`config.mk`:
```
export PLATFORM = sky130hd
export DESIGN_NAME = uart_rx_fifo_p
export DESIGN_NICKNAME = d
export VERILOG_FILES = /design/src/rtl/uart_rx_fifo_p.sv
export SDC_FILE = /design/constraint.sdc
export NUM_CORES = 1
export LEC_CHECK = 0
export ABC_AREA = 1
export BUFFER_PORTS_ARGS = -buffer_cell sky130_fd_sc_hd__buf_2
export CORE_ASPECT_RATIO = 0.6
export CORE_UTILIZATION = 50
export CTS_BUF_LIST = sky130_fd_sc_hd__clkbuf_8
export DETAILED_ROUTE_END_ITERATION = 10
export HOLD_SLACK_MARGIN = 0.1
export PLACE_DENSITY_LB_ADDON = 0.08
export SLEW_MARGIN = 20
export SYNTH_ARGS = -nofsm -noshare
export SYNTH_HDL_FRONTEND = slang
export SYNTH_SLANG_ARGS = --single-unit
```
`constraint.sdc`:
```
create_clock -name clk -period 4.7 [get_ports clk]
set_clock_uncertainty 0.05 [all_clocks]
set_input_delay 1.41 -clock clk [delete_from_list [all_inputs] [get_ports clk]]
set_output_delay 1.41 -clock clk [all_outputs]
set_load 0.03 [all_outputs]
```
`src/rtl/uart_rx_fifo_p.sv`:
```
// Oversampling UART receiver with start-bit validation, optional parity, stop check and receive FIFO.
// Outputs decode registered state; a push is visible one clk later and an overflowing push sets overrun.
module uart_rx_fifo_p #(
   parameter int DATA_BITS  = 8,
   parameter int OVERSAMPLE = 16,
   parameter int FIFO_DEPTH = 4
) (
   input  logic                 clk,
   input  logic                 rst,
   input  logic                 Serial_In,
   input  logic [15:0]          baud_div,
   input  logic [15:0]          UCR,
   input  logic                 rd_en,
   output logic [DATA_BITS-1:0] Parallel_Out,
   output logic [15:0]          USR
);

   localparam int AW = $clog2(FIFO_DEPTH);
   localparam int TW = $clog2(OVERSAMPLE);
   localparam int BW = $clog2(DATA_BITS);
   localparam logic [TW-1:0] HALF_M1  = TW'(OVERSAMPLE / 2 - 1);
   localparam logic [TW-1:0] FULL_M1  = TW'(OVERSAMPLE - 1);
   localparam logic [BW-1:0] LAST_BIT = BW'(DATA_BITS - 1);

   typedef enum logic [2:0] {S_IDLE, S_START, S_DATA, S_PARITY, S_STOP} state_t;

   state_t                r_state, w_state_nxt;
   logic                  r_sync1, r_rx_s, r_rx_prev;
   logic [15:0]           r_baud_cnt;
   logic [TW-1:0]         r_tcnt;
   logic [BW-1:0]         r_bcnt;
   logic [DATA_BITS-1:0]  r_shift;
   logic                  r_par_en, r_par_odd, r_par_bad;
   logic                  r_ovr, r_frm_err, r_par_err;
   logic [AW:0]           r_wptr, r_rptr;
   logic [DATA_BITS-1:0]  r_mem [FIFO_DEPTH];

   logic w_rx_en, w_clr_err, w_tick, w_at_half, w_at_full, w_push;
   logic w_empty, w_full, w_pop, w_wr, w_ovr_set;
   logic w_unused_ucr;

   assign w_rx_en      = UCR[0];
   assign w_clr_err    = UCR[3];
   assign w_unused_ucr = ^UCR[15:4];

   always_ff @(posedge clk) begin
      if (rst) begin
         r_sync1   <= 1'b1;
         r_rx_s    <= 1'b1;
         r_rx_prev <= 1'b1;
      end else begin
         r_sync1   <= Serial_In;
         r_rx_s    <= r_sync1;
         r_rx_prev <= r_rx_s;
      end
   end

   always_ff @(posedge clk) begin
      if (rst)
         r_baud_cnt <= 16'd0;
      else if (!w_rx_en || r_baud_cnt == 16'd0)
         r_baud_cnt <= baud_div;
      else
         r_baud_cnt <= r_baud_cnt - 16'd1;
   end

   assign w_tick    = w_rx_en && (r_baud_cnt == 16'd0);
   assign w_at_half = w_tick && (r_tcnt == HALF_M1);
   assign w_at_full = w_tick && (r_tcnt == FULL_M1);

   always_comb begin
      w_state_nxt = r_state;
      w_push      = 1'b0;
      case (r_state)
         S_IDLE:   if (w_rx_en && r_rx_prev && !r_rx_s) w_state_nxt = S_START;
         S_START:  if (w_at_half) w_state_nxt = r_rx_s ? S_IDLE : S_DATA;
         S_DATA:   if (w_at_full && r_bcnt == LAST_BIT) w_state_nxt = r_par_en ? S_PARITY : S_STOP;
         S_PARITY: if (w_at_full) w_state_nxt = S_STOP;
         S_STOP: begin
            if (w_at_full) begin
               w_state_nxt = S_IDLE;
               w_push      = 1'b1;
            end
         end
         default:  w_state_nxt = S_IDLE;
      endcase
      if (!w_rx_en) begin
         w_state_nxt = S_IDLE;
         w_push      = 1'b0;
      end
   end

   always_ff @(posedge clk) begin
      if (rst) r_state <= S_IDLE;
      else     r_state <= w_state_nxt;
   end

   // Tick count restarts on every state change so each phase measures from its own origin.
   always_ff @(posedge clk) begin
      if (rst) begin
         r_tcnt    <= '0;
         r_bcnt    <= '0;
         r_shift   <= '0;
         r_par_en  <= 1'b0;
         r_par_odd <= 1'b0;
         r_par_bad <= 1'b0;
      end else begin
         if (r_state != w_state_nxt || w_at_full) r_tcnt <= '0;
         else if (w_tick)                         r_tcnt <= r_tcnt + TW'(1);

         if (r_state != S_DATA) r_bcnt <= '0;
         else if (w_at_full)    r_bcnt <= r_bcnt + BW'(1);

         if (r_state == S_DATA && w_at_full)
            r_shift <= {r_rx_s, r_shift[DATA_BITS-1:1]};

         if (r_state == S_IDLE && w_state_nxt == S_START) begin
            r_par_en  <= UCR[1];
            r_par_odd <= UCR[2];
            r_par_bad <= 1'b0;
         end else if (r_state == S_PARITY && w_at_full) begin
            r_par_bad <= (r_rx_s != (^r_shift ^ r_par_odd));
         end
      end
   end

   assign w_empty   = (r_wptr == r_rptr);
   assign w_full    = (r_wptr[AW] != r_rptr[AW]) && (r_wptr[AW-1:0] == r_rptr[AW-1:0]);
   assign w_pop     = rd_en && !w_empty;
   assign w_wr      = w_push && (!w_full || w_pop);
   assign w_ovr_set = w_push && w_full && !w_pop;

   always_ff @(posedge clk) begin
      if (rst) begin
         r_wptr <= '0;
         r_rptr <= '0;
      end else begin
         if (w_wr)  r_wptr <= r_wptr + {{AW{1'b0}}, 1'b1};
         if (w_pop) r_rptr <= r_rptr + {{AW{1'b0}}, 1'b1};
      end
   end

   always_ff @(posedge clk) begin
      if (w_wr) r_mem[r_wptr[AW-1:0]] <= r_shift;
   end

   // A new error on the same clk as clr_err takes priority over the clear.
   always_ff @(posedge clk) begin
      if (rst) begin
         r_ovr     <= 1'b0;
         r_frm_err <= 1'b0;
         r_par_err <= 1'b0;
      end else begin
         r_ovr     <= (r_ovr & ~w_clr_err) | w_ovr_set;
         r_frm_err <= (r_frm_err & ~w_clr_err) | (w_push & ~r_rx_s);
         r_par_err <= (r_par_err & ~w_clr_err) | (w_push & r_par_bad);
      end
   end

   assign Parallel_Out = w_empty ? '0 : r_mem[r_rptr[AW-1:0]];
   assign USR = {10'd0, (r_state != S_IDLE), w_full, r_par_err, r_frm_err, r_ovr, ~w_empty};

endmodule

```
==> impl_metrics.yaml <==
status:
  status: "finished, final reports clean"
global_route:
  grt.overflow.total: 0
  grt_pass1_vias: 2694
  grt_max_degree: 33
  antenna_found_initial: 0
  grt.total_usage_pct: 20.56
  grt_pass1_wl_mm: 13.18
clock_network:
  clkSlewWorstSetupHoldPaths_ns: 0.09
  cts_max_level: 3
  cts_root_buffer: "clkbuf_8"
  hold_buffers: 0
  cts_buffers: 9
  clk_latency_ns: 0.36
  cts.sinks: 83
  cts_tree: "yes"
  post_cts_resized: 0
  cts_buffer_depth: 2
  post_cts_buffers: 0
power:
  p_per_area_nw_per_um2: 305.8
  fin_total_pwr_uw: 1343
  power.leakage_uw: 0.001959
  peakVddDrop_mv: 0.2344
sta:
  slew_viol_final: 0
  timing.fmax_ghz: 0.2870
  slew_headroom_pct: 41.11
  final_hold_viol_count: 0
  setup-violations-final: 0
  rsz0062_at_grt: "false"
  period_share_pct: 74.12
  fin_crit_ns: 3.484
  finalSetupTns_ns: 0
  worstMarginPinSlew_ns: 0.8824
setup_path:
  arrival_ns: 2.02
  crit_fanout: 17
  path_class: "register to primary output"
  slowest_stage: "dfxtp_1"
  r2r_cells: 10
  path_cells: "inv_1 -> nor2_1 -> o32ai_1 -> nand2_1 -> inv_1 -> buf_2"
  crit_path_end_kind: "primary output"
  regToRegStartpoint: "r_baud_cnt[0]"
  r2r_end: "r_mem[2][4]"
  crit_path_end: "Parallel_Out[2]"
  cp.required_ns: 3.24
  path_common_cell: "inv_1"
  rrSetupSlack_ns: 1.84
  cpPeakStageDelay_ns: 0.65
  startpoint_type: "register"
flow_run:
  max_cap_viol_count: 0
die:
  die_w_um: 117.8
  die_h_um: 71.46
  ios: 60
  dieArea_um2: 8415
  rows: 24
  coreArea_um2: 7507
  start_util_pct: 53.55
drt:
  wirelength_mm: 8.056
  wl_met1_mm: 4.258
  met3_length_um: 550
  drt-initial-drc-count: 201
  dr.pass1.iters: 4
  wl_per_cell_um: 13.34
  route.met2.wl_mm: 3.118
  vias: 3082
  ant_nets: 0
  dr.max_layer_used: "met4"
  via_per_inst: 5.103
  drc: 0
yosys:
  yosys_warnings: 0
  synth-seq-cells: 83
  syn_area_per_cell_um2: 8.645
  syn_area_um2: 4020
  synth_cell_types: 37
  ys_seq_area_share_pct: 49.30
  syn_inst: 465
placed_design:
  place_congestion: 0.8516
  placedCellCount: 588
  hpwlAfterDp_mm: 5.813
  portBuffers: 37
finish:
  drive_gt1_share_pct: 15.00
  final_cell_mix: "nor2_1, inv_1, o21ai_0, dfxtp_1, nand2_1"
  finish.utilization_pct: 58.48
  final_nets: 541
  areaGrowthSynthToFinish_pct: 9.213
  antenna_cells: 0
  final_common_cell: "nor2_1"
  final_cells: 604
hold_path:
  hold_class: "register to register"
## how the worst min path moves through the flow
stage | startpoint | end | cells after the start
global placement | r_sync1 | r_rx_s | 1
detailed placement | r_sync1 | r_rx_s | 1
CTS | r_sync1 | r_rx_s | 1
finish | r_sync1 | r_rx_s | 1
floorplan | r_sync1 | r_rx_s | 1
global route | r_sync1 | r_rx_s | 1
## layer usage
layer | track usage, % | vias to the layer above
met5 | 0 | -
li1 | - | 1603
met2 | 27.32 | 78
met3 | 6.688 | 12
met4 | 7.265 | 0
met1 | 30.86 | 1389
## worst max-delay path, delay by kind of cell, from the launching register on
| family | cells | cell delay [ns] |
|---|---|---|
| DFF | 1 | 0.65 |
| and+or+nand+nor | 2 | 0.29 |
| buffers and inverters | 3 | 0.62 |
| AOI/OAI and AO/OA | 1 | 0.10 |
## logic make-up after synthesis
group	share of synthesized area (%)
AO/OA/AOI/OAI	12.92
XOR/XNOR	3.922
adder cells (fa/ha/maj)	3.112
buffers and inverters	9.150
flip-flops	49.30
multiplexers	0.2490
other	0.09328
AND/OR/NAND/NOR	21.26
## cells in the mapped netlist
library cell  number  area [µm²]
nor2_1            70       262.8
inv_1             53       198.9
dfxtp_1           51        1021
o21ai_0           51       255.2
nand2_1           44       165.2
edfxtp_1          32       960.9
a21oi_1           22       110.1
buf_4             15       112.6
nor3_1            14       70.07
clkbuf_1          13       48.80
nand3_1           12       60.06
ha_1              10       125.1
nand4_1           10       62.56
xnor2_1           10       87.58
o32ai_1            8       70.07
xor2_1             8       70.07
a31oi_1            7       43.79
nand2_2            5       31.28
nor2_4             5       56.30
and3_1             3       18.77
nor2_2             3       18.77
or2_2              3       18.77
nand3_2            2       20.02
a21boi_0           1       7.510
a21o_1             1       7.510
a32o_1             1       10.01
clkinv_1           1       3.750
conb_1             1       3.750
inv_2              1       3.750
mux2i_1            1       10.01
nand4_4            1       21.27
nor2_8             1       20.02
nor3_4             1       16.27
nor4_1             1       6.260
o21a_1             1       7.510
o31ai_1            1       7.510
or3_1              1       6.260
## cell type report
| class | count | area (µm²) |
|---|---|---|
| Clock buffer | 9 | 123.9 |
| Clock inverter | 7 | 51.30 |
| Fill cell | 709 | 3117 |
| Inverter | 55 | 206.4 |
| Multi-Input combinational cell | 308 | 1704 |
| Sequential cell | 83 | 1982 |
| Tap cell | 104 | 130.1 |
| Timing Repair Buffer | 38 | 192.7 |
## where the power goes
| group | switching, µW | internal (µW) |
|---|---|---|
| registers | 13.2 | 754 |
| clock network | 267 | 195 |
| logic | 75.2 | 36.9 |
## flip-flops by register name, summed over array words and instances (netlist names), 3 cells and up, named ones only
register / flops
r_mem: 32
r_baud_cnt: 16
r_shift: 8
r_tcnt: 4
r_bcnt: 3
r_rptr: 3
r_state: 3
r_wptr: 3
## through the flow
step                      setup WS (ns)  area, µm²  hold WS [ns]
after detailed placement          1.197       4215        0.3472
after CTS                         1.198       4390        0.3690
after floorplan                   1.821       4054        0.3395
after global placement            1.211       4215        0.3459
final                             1.216       4390        0.3654
after global routing              1.006       4390        0.3824
No activity file was read; power rests on OpenSTA's default activity.
